## src/rtl/sdp_ram_pkg.sv

```systemverilog
// Shared constants and helpers for the pipelined simple dual-port RAM.
package sdp_ram_pkg;

  localparam int MIN_WR_LATENCY = 1;
  localparam int MIN_RD_LATENCY = 1;

  function automatic int num_bytes(input int data_width, input int byte_width);
    return data_width / byte_width;
  endfunction

endpackage

```

## src/rtl/pipe_delay.sv

```systemverilog
// Reset-cleared shift register of DEPTH stages; DEPTH=0 is a wire.
module pipe_delay #(
  parameter int WIDTH = 1,
  parameter int DEPTH = 1
) (
  input  logic             clk,
  input  logic             rst_n,
  input  logic [WIDTH-1:0] din,
  output logic [WIDTH-1:0] dout
);

  if (DEPTH == 0) begin : g_pass
    assign dout = din;
  end else begin : g_pipe
    logic [DEPTH-1:0][WIDTH-1:0] sr;

    always_ff @(posedge clk or negedge rst_n) begin
      if (!rst_n) begin
        sr <= '0;
      end else begin
        sr[0] <= din;
        for (int i = 1; i < DEPTH; i++) sr[i] <= sr[i-1];
      end
    end

    assign dout = sr[DEPTH-1];
  end

endmodule

```

## src/rtl/sdp_ram_pipelined.sv

```systemverilog
// Simple dual-port RAM with byte enables, independent write/read latency and
// optional forwarding of in-flight writes into reads.
module sdp_ram_pipelined
  import sdp_ram_pkg::*;
#(
  parameter int DATA_WIDTH = 32,
  parameter int BYTE_WIDTH = 8,
  parameter int ADDR_WIDTH = 4,
  parameter int WR_LATENCY = 3,
  parameter int RD_LATENCY = 2,
  parameter bit BYPASS     = 1'b1,
  localparam int NUM_BYTES = num_bytes(DATA_WIDTH, BYTE_WIDTH)
) (
  input  logic                  clk,
  input  logic                  rst_n,
  input  logic                  write_enable,
  input  logic [ADDR_WIDTH-1:0] write_addr,
  input  logic [NUM_BYTES-1:0]  write_byte_en,
  input  logic [DATA_WIDTH-1:0] data_in,
  input  logic                  read_enable,
  input  logic [ADDR_WIDTH-1:0] read_addr,
  output logic [DATA_WIDTH-1:0] data_out,
  output logic                  read_valid
);

  localparam int DEPTH   = 2 ** ADDR_WIDTH;
  localparam int WSTAGES = WR_LATENCY - 1;
  localparam int WS_DIM  = (WSTAGES > 0) ? WSTAGES : 1;

  if (WR_LATENCY < MIN_WR_LATENCY) begin : g_bad_wr
    $error("sdp_ram_pipelined: WR_LATENCY must be >= 1");
  end
  if (RD_LATENCY < MIN_RD_LATENCY) begin : g_bad_rd
    $error("sdp_ram_pipelined: RD_LATENCY must be >= 1");
  end
  if (DATA_WIDTH % BYTE_WIDTH != 0) begin : g_bad_bw
    $error("sdp_ram_pipelined: DATA_WIDTH must be a multiple of BYTE_WIDTH");
  end

  typedef struct packed {
    logic                  valid;
    logic [ADDR_WIDTH-1:0] addr;
    logic [NUM_BYTES-1:0]  byte_en;
    logic [DATA_WIDTH-1:0] data;
  } wr_req_t;

  logic [DATA_WIDTH-1:0] mem [DEPTH];

  wr_req_t               wr_req, wr_commit;
  wr_req_t [WS_DIM-1:0]  wr_stage;  // [0] youngest, [WSTAGES-1] oldest

  assign wr_req = '{valid: write_enable, addr: write_addr,
                    byte_en: write_byte_en, data: data_in};

  // Write pipeline as a chain of single-stage delays so every pending
  // request is visible to the forwarding compare.
  if (WSTAGES == 0) begin : g_wr_direct
    assign wr_stage  = '0;
    assign wr_commit = wr_req;
  end else begin : g_wr_pipe
    for (genvar s = 0; s < WSTAGES; s++) begin : g_stage
      pipe_delay #(.WIDTH($bits(wr_req_t)), .DEPTH(1)) u_stage (
        .clk  (clk),
        .rst_n(rst_n),
        .din  ((s == 0) ? wr_req : wr_stage[(s == 0) ? 0 : s-1]),
        .dout (wr_stage[s])
      );
    end
    assign wr_commit = wr_stage[WSTAGES-1];
  end

  // rst_n gate keeps a latency-1 write sampled during reset from committing.
  always_ff @(posedge clk) begin
    if (rst_n && wr_commit.valid) begin
      for (int b = 0; b < NUM_BYTES; b++)
        if (wr_commit.byte_en[b])
          mem[wr_commit.addr][b*BYTE_WIDTH +: BYTE_WIDTH] <= wr_commit.data[b*BYTE_WIDTH +: BYTE_WIDTH];
    end
  end

  logic [NUM_BYTES-1:0][BYTE_WIDTH-1:0] rd_fwd;
  logic [DATA_WIDTH-1:0]                rd_word;

  assign rd_word = mem[read_addr];

  for (genvar b = 0; b < NUM_BYTES; b++) begin : g_lane
    logic [BYTE_WIDTH-1:0] lane;

    // Oldest to youngest, so the youngest matching pending write wins.
    always_comb begin
      lane = rd_word[b*BYTE_WIDTH +: BYTE_WIDTH];
      if (BYPASS) begin
        for (int s = WSTAGES - 1; s >= 0; s--)
          if (wr_stage[s].valid && wr_stage[s].byte_en[b] && wr_stage[s].addr == read_addr)
            lane = wr_stage[s].data[b*BYTE_WIDTH +: BYTE_WIDTH];
      end
    end

    assign rd_fwd[b] = lane;
  end

  // First read stage holds its data across bubbles, so the delayed copy
  // presented on data_out keeps the last valid value during gaps.
  logic                  rd_vld0;
  logic [DATA_WIDTH-1:0] rd_data0;

  always_ff @(posedge clk or negedge rst_n) begin
    if (!rst_n) begin
      rd_vld0  <= 1'b0;
      rd_data0 <= '0;
    end else begin
      rd_vld0 <= read_enable;
      if (read_enable) rd_data0 <= rd_fwd;
    end
  end

  pipe_delay #(.WIDTH(DATA_WIDTH + 1), .DEPTH(RD_LATENCY - 1)) u_rd_pipe (
    .clk  (clk),
    .rst_n(rst_n),
    .din  ({rd_vld0, rd_data0}),
    .dout ({read_valid, data_out})
  );

endmodule

```

## config.mk

```make
export PLATFORM = sky130hd
export DESIGN_NAME = sdp_ram_pipelined
export DESIGN_NICKNAME = d
export VERILOG_FILES = /design/src/rtl/sdp_ram_pkg.sv /design/src/rtl/pipe_delay.sv /design/src/rtl/sdp_ram_pipelined.sv
export SDC_FILE = /design/constraint.sdc
export NUM_CORES = 1
export LEC_CHECK = 0
export CAP_MARGIN = 40
export CORE_MARGIN = 2
export CORE_UTILIZATION = 30
export CTS_BUF_LIST = sky130_fd_sc_hd__clkbuf_8
export DETAILED_ROUTE_END_ITERATION = 16
export SLEW_MARGIN = 15
export SYNTH_ARGS = -nofsm -noshare
export SYNTH_HDL_FRONTEND = slang
export SYNTH_SLANG_ARGS = --single-unit
export TNS_END_PERCENT = 20
```

## constraint.sdc

```tcl
create_clock -name clk -period 2.2 [get_ports clk]
set_clock_uncertainty 0.15 [all_clocks]
set_input_delay 0.44 -clock clk [delete_from_list [all_inputs] [get_ports clk]]
set_output_delay 0.44 -clock clk [all_outputs]
set_load 0.1 [all_outputs]
```

Word-level counts from Yosys, hierarchy flattened. Memory sizes are Yosys's and may differ from the RTL's. Cells that the tools add are included.

Register bits after elaboration: 148. RAM bits: 512. Input port bits: 48. Output and inout port bits: 33. Word-level logic and storage cells: 45. Memories: 1.

Eq/ne operators: 2. Muxes and demuxes: 20. Reductions and logical operators: 17.

Memories: mem (words 16, width 32, read ports 1, clocked after memory_dff 0, wr ports 1, RTL line sdp_ram_pipelined.sv:47) `logic [DATA_WIDTH-1:0] mem [DEPTH];`.

Operators by type and width (number): $mux 8 (8); $logic_and 1x1->1 (17); $mux 1 (12); $eq 4x4->1 (2).

Depth between registers and ports, before layout.
Depth after elaboration: 4. Gate-level depth with buffers: 9. Gate-level depth less buffers: 5.

Cells and area by module. Synthesis repeated with hierarchy kept, for this count alone.

Cell total of the unflattened synthesis: 1202. Area, all modules: 24413.4 µm².

Modules (own cells, without submodules): sdp_ram_pipelined (times used 1, cells each 1087, area each 21535.7 µm², sequential area each 16200.5 µm²); pipe_delay (g_wr_pipe.g_stage[0].u_stage ...) (times used 2, cells each 41, area each 1026.0 µm², sequential area each 1026.0 µm²); pipe_delay (u_rd_pipe) (times used 1, cells each 33, area each 825.8 µm², sequential area each 825.8 µm²).

Least setup slack after synthesis. Ideal clock, no wire load.

Kind: input to register. Start: in read_addr[0]. End: reg rd_data0[0]. Setup time: 125 ps. Arrival: 1872 ps. Required time: 1925 ps. Slack: 52 ps. Cell stages on the path: 8. Buffers on the path: 4. Path through: buf_6 buf_6 buf_6 buf_6 mux4_2 a22o_1 nor2_1 o21ai_1.

Longest elaborated chain between the ends: 4. Elaborated cells between the ends (all ways): 7. Classes of those cells: eq/ne (2); mux (2); reduce/logical (2); memory (1).

RTL lines: from (decl) (RTL line sdp_ram_pipelined.sv:21) `input logic [ADDR_WIDTH-1:0] read_addr,`; branches (longest 3 deep; another with $mem_v2 16x32); $mux 8 (*) (RTL line sdp_ram_pipelined.sv:94) `if (wr_stage[s].valid && wr_stage[s].byte_en[b] && wr_stage[s].addr == read_addr)`; to (signal assigned) (RTL line sdp_ram_pipelined.sv:113) `if (read_enable) rd_data0 <= rd_fwd;`; to (decl) (RTL line sdp_ram_pipelined.sv:105) `logic [DATA_WIDTH-1:0] rd_data0;`.

Every way passes the cells marked *. A chain may end at the register's enable or synchronous reset.

Worst setup path in the final report.
Start: reg g_wr_pipe.g_stage[1].u_stage.g_pipe.sr, in the netlist g_wr_pipe.g_stage[1].u_stage.dout[37]. End: mem mem[13][29], enable pin.

RTL lines: from (decl) (RTL line pipe_delay.sv:15) `logic [DEPTH-1:0][WIDTH-1:0] sr;`; to (decl) (RTL line sdp_ram_pipelined.sv:47).

No word-level cell before the write port.

==> results.md <==
* Run status: complete, no violations
* Hold Vio Cnt, Final at 0
* PortBufs at 80
* Crit-path max FO at 8
* Die area at 0.08409 mm^2
* Synth top cells by count: edfxtp_1 (512), dfrtp_1 (148), mux4_2 (128), nor2_1 (76), nand2_1 (41)
* Synth warn at 0
* Pwr/cell area at 896.8 mW/mm^2
* Worst vdd ir at 0.5168 mV
* Initial antenna violation count at 3
* Nets at 1563
* Critical Path End Type: flip-flop
* Crit path DAT at 2.39 ns
* Worst hold stages at 1
* Clock buffer depth at 3
* Worst min path class: input port to flip-flop
* H-Tree Depth at 3
* Post-synth top flop: edfxtp_1
* WHS Endpoint: g_wr_pipe.g_stage[0].u_stage.dout[26]
* Reg2Reg Depth at 5
* Worst skew pair latency at 0.71 ns
* Post-DP HPWL at 36360 um
* Root Buffer: clkbuf_8
* Worst relative slew slack at 56.08%
* R2R Path Start: g_wr_pipe.g_stage[1].u_stage.dout[37]
* Multi-input gate area at 0.005092 mm^2
* RR Endpoint: mem[13][29]
* Via-to-Cell Ratio at 4.725
* Final period utilization at 99.01%
* Hold Startpoint: data_in[26]
* Netlist Area Pre-Place at 0.02454 mm^2
* Cell taking the most area after synthesis: edfxtp_1
* MaxCap Viol Count at 0
* Crit path required time at 2.41 ns
* Final WL at 56240 um
* Total power draw at 27.03 mW
* Post-synthesis sequential element count at 660
* Post-Syn Nets at 1269
* Initial Util at 30.37%
* Startpoint Class: flip-flop
* Gate Count Post-Synth at 1221
* Static leakage power at 10.57 nW
* I/O pins at 81
* 1st-pass router iterations at 5
* Layout cells sized above 1 at 28.70%
* Sequential area share after synthesis at 77.75%
* Die Height at 290.0 um
* Final-report max-slew violation count at 0
* First-pass GRT wire length at 84920 um
* Most frequent cell after synthesis: edfxtp_1
* Core area at 0.08081 mm^2
* Period minus WS final at 2.178 ns
* CTS tree: built
* Drt initial violations at 960
* Area taken by flip-flops and latches at 0.01908 mm^2
* Actual slew at the worst max-slew pin at 0.6581 ns
* Vias in the first global route at 13550
* Die extent in x at 290.0 um
* FMAX at 459.1 MHz
* Post-synth EDFFs at 512
* DRC Markers at 0
* Syn-to-layout area delta at 22.82%
* Clock transition at the registers of the reported paths at 0.06 ns
* Share of the synthesized area in the top cell type at 62.66%
* Finish-stage setup viols at 0
* CTS Buf Count at 107
* RSZ-0062 raised after global routing: true
* Largest net degree at the start of global routing at 110
* Post-CTS Setup Inserts at 0
* # rows at 104
* Gr usage total at 13.44%
* Antenna Nets Post-Route at 0
* Synth Area per Inst at 20.10 um^2
* TritonCTS Sinks at 660
* Netlist cell types at 34
* RePlAce Congestion at 0.7718
* Grt ovf at 0
* Final Util at 37.30%
* R2R Setup Slk at 0.02 ns
* Top cells by area, synth: edfxtp_1 (63%), dfrtp_1 (15%), mux4_2 (12%), mux2i_1 (1.3%), nor2_1 (1.2%)
* Kind of critical path: flip-flop to flip-flop
* Async S/R FF share, synth at 22.42%
* Routed vias at 12610
* FILL cells at 7363
* Wire per inst at 21.08 um
## power by group
part           switching (mW)  total [mW]  leakage (nW)  internal, mW
registers               0.311        14.1          6.35          13.8
logic                    1.27        2.01          2.90         0.746
clock network            4.81        10.9          1.32          6.13
## layout make-up
cell class | instances | share of cell area [%]
repair buffers | 253 | 7.847
flip-flops and latches | 660 | 63.30
clock inverters | 68 | 1.507
diodes | 2 | 0.01661
well taps | 1060 | 4.401
multi-input cells | 493 | 16.90
clock buffers | 132 | 6.028
## critical path, cell delays in order (launching register included)
cell     delay [ns]
dfrtp_1        0.41
buf_4          0.17
nor2b_1        0.27
nand3_1        0.31
nor2_1         0.26
buf_4          0.25
## metal layers
layer	global-route usage, %	routed length, um	vias to the layer above
met1	17.29	22960	6580
met4	4.573	1187	0
met2	22.36	27730	440
li1	-	-	5493
met5	0	0	-
met3	3.163	4363	93
## worst max-delay path by stage
stage               slack [ns]            to  cells after the start                             startpoint
floorplan                 0.05   rd_data0[0]                      8                           read_addr[0]
global placement         -0.44  rd_data0[24]                      7                           read_addr[0]
detailed placement       -0.44  rd_data0[19]                      8                           read_addr[2]
CTS                       0.02   mem[13][29]                      5  g_wr_pipe.g_stage[1].u_stage.dout[37]
global route             -0.10    mem[7][24]                      4  g_wr_pipe.g_stage[1].u_stage.dout[38]
finish                    0.02   mem[13][29]                      5  g_wr_pipe.g_stage[1].u_stage.dout[37]
## logic make-up (layout without fill, tap and decap cells)
group / Yosys count / count (layout) / synth area share (%)
multiplexers: 160 / 160 / 13.05
XOR/XNOR: 8 / 8 / 0.2855
buffers and inverters: 68 / 453 / 1.525
other: 0 / 2 / 0
flip-flops: 660 / 660 / 77.75
AO/OA/AOI/OAI: 132 / 132 / 3.712
AND/OR/NAND/NOR: 193 / 193 / 3.671
## registers in the layout, summed over array words and instances (netlist names)
register,flops
rd_data0,32
g_wr_pipe.g_stage.u_stage.dout,82
mem,512
u_rd_pipe.dout,33
rd_vld0,1
## timing repair
action	CTS	global route
hold buffers	37	0
endpoints found under the hold margin	183	0
endpoints found under the setup margin	0	24
gates resized for setup	0	0
## cell usage in the layout, fill, tap and decap left out, types with 2 or more instances in the layout
cell | netlist | final
inv_6 | 0 | 3
dfrtp_1 | 148 | 148
edfxtp_1 | 512 | 512
clkbuf_8 | 0 | 133
dlygate4sd3_1 | 0 | 37
nor2b_2 | 0 | 2
buf_4 | 6 | 149
and3_1 | 3 | 3
clkinv_2 | 0 | 11
nor2b_1 | 33 | 31
clkdlybuf4s50_1 | 0 | 42
o31ai_1 | 6 | 6
a22oi_1 | 30 | 30
o2bb2ai_1 | 2 | 2
a22o_1 | 12 | 12
a31oi_1 | 30 | 30
buf_12 | 0 | 21
bufinv_16 | 0 | 6
mux2i_1 | 32 | 32
a211o_1 | 9 | 9
nand2b_1 | 16 | 16
a211oi_1 | 9 | 9
a21oi_1 | 2 | 2
nand2_1 | 41 | 41
nand3_1 | 16 | 16
diode_2 | 0 | 2
xor2_1 | 4 | 4
clkinv_1 | 0 | 8
and2_1 | 3 | 3
mux4_2 | 128 | 128
nor2_1 | 76 | 75
xnor2_1 | 4 | 4
buf_2 | 17 | 2
inv_1 | 0 | 39
o21ai_1 | 21 | 21
or2_2 | 2 | 2
o22ai_1 | 9 | 9
## metrics by stage
step	cell area, um^2	setup WS (ns)	cells	TNS (ns)	hold WS (ns)
3_5_place_dp	27490	-0.4404	2429	-10.85	0.1173
6_report	30140	0.02178	2668	0	0.05529
2_1_floorplan	24540	0.05235	1221	0	-0.005591
5_1_grt	30140	-0.1004	2667	-1.188	0.02413
4_1_cts	30130	0.02152	2666	0	0.001182
3_3_place_gp	27490	-0.4443	2429	-8.938	0.1165
Power figures use the tool's default switching activity.
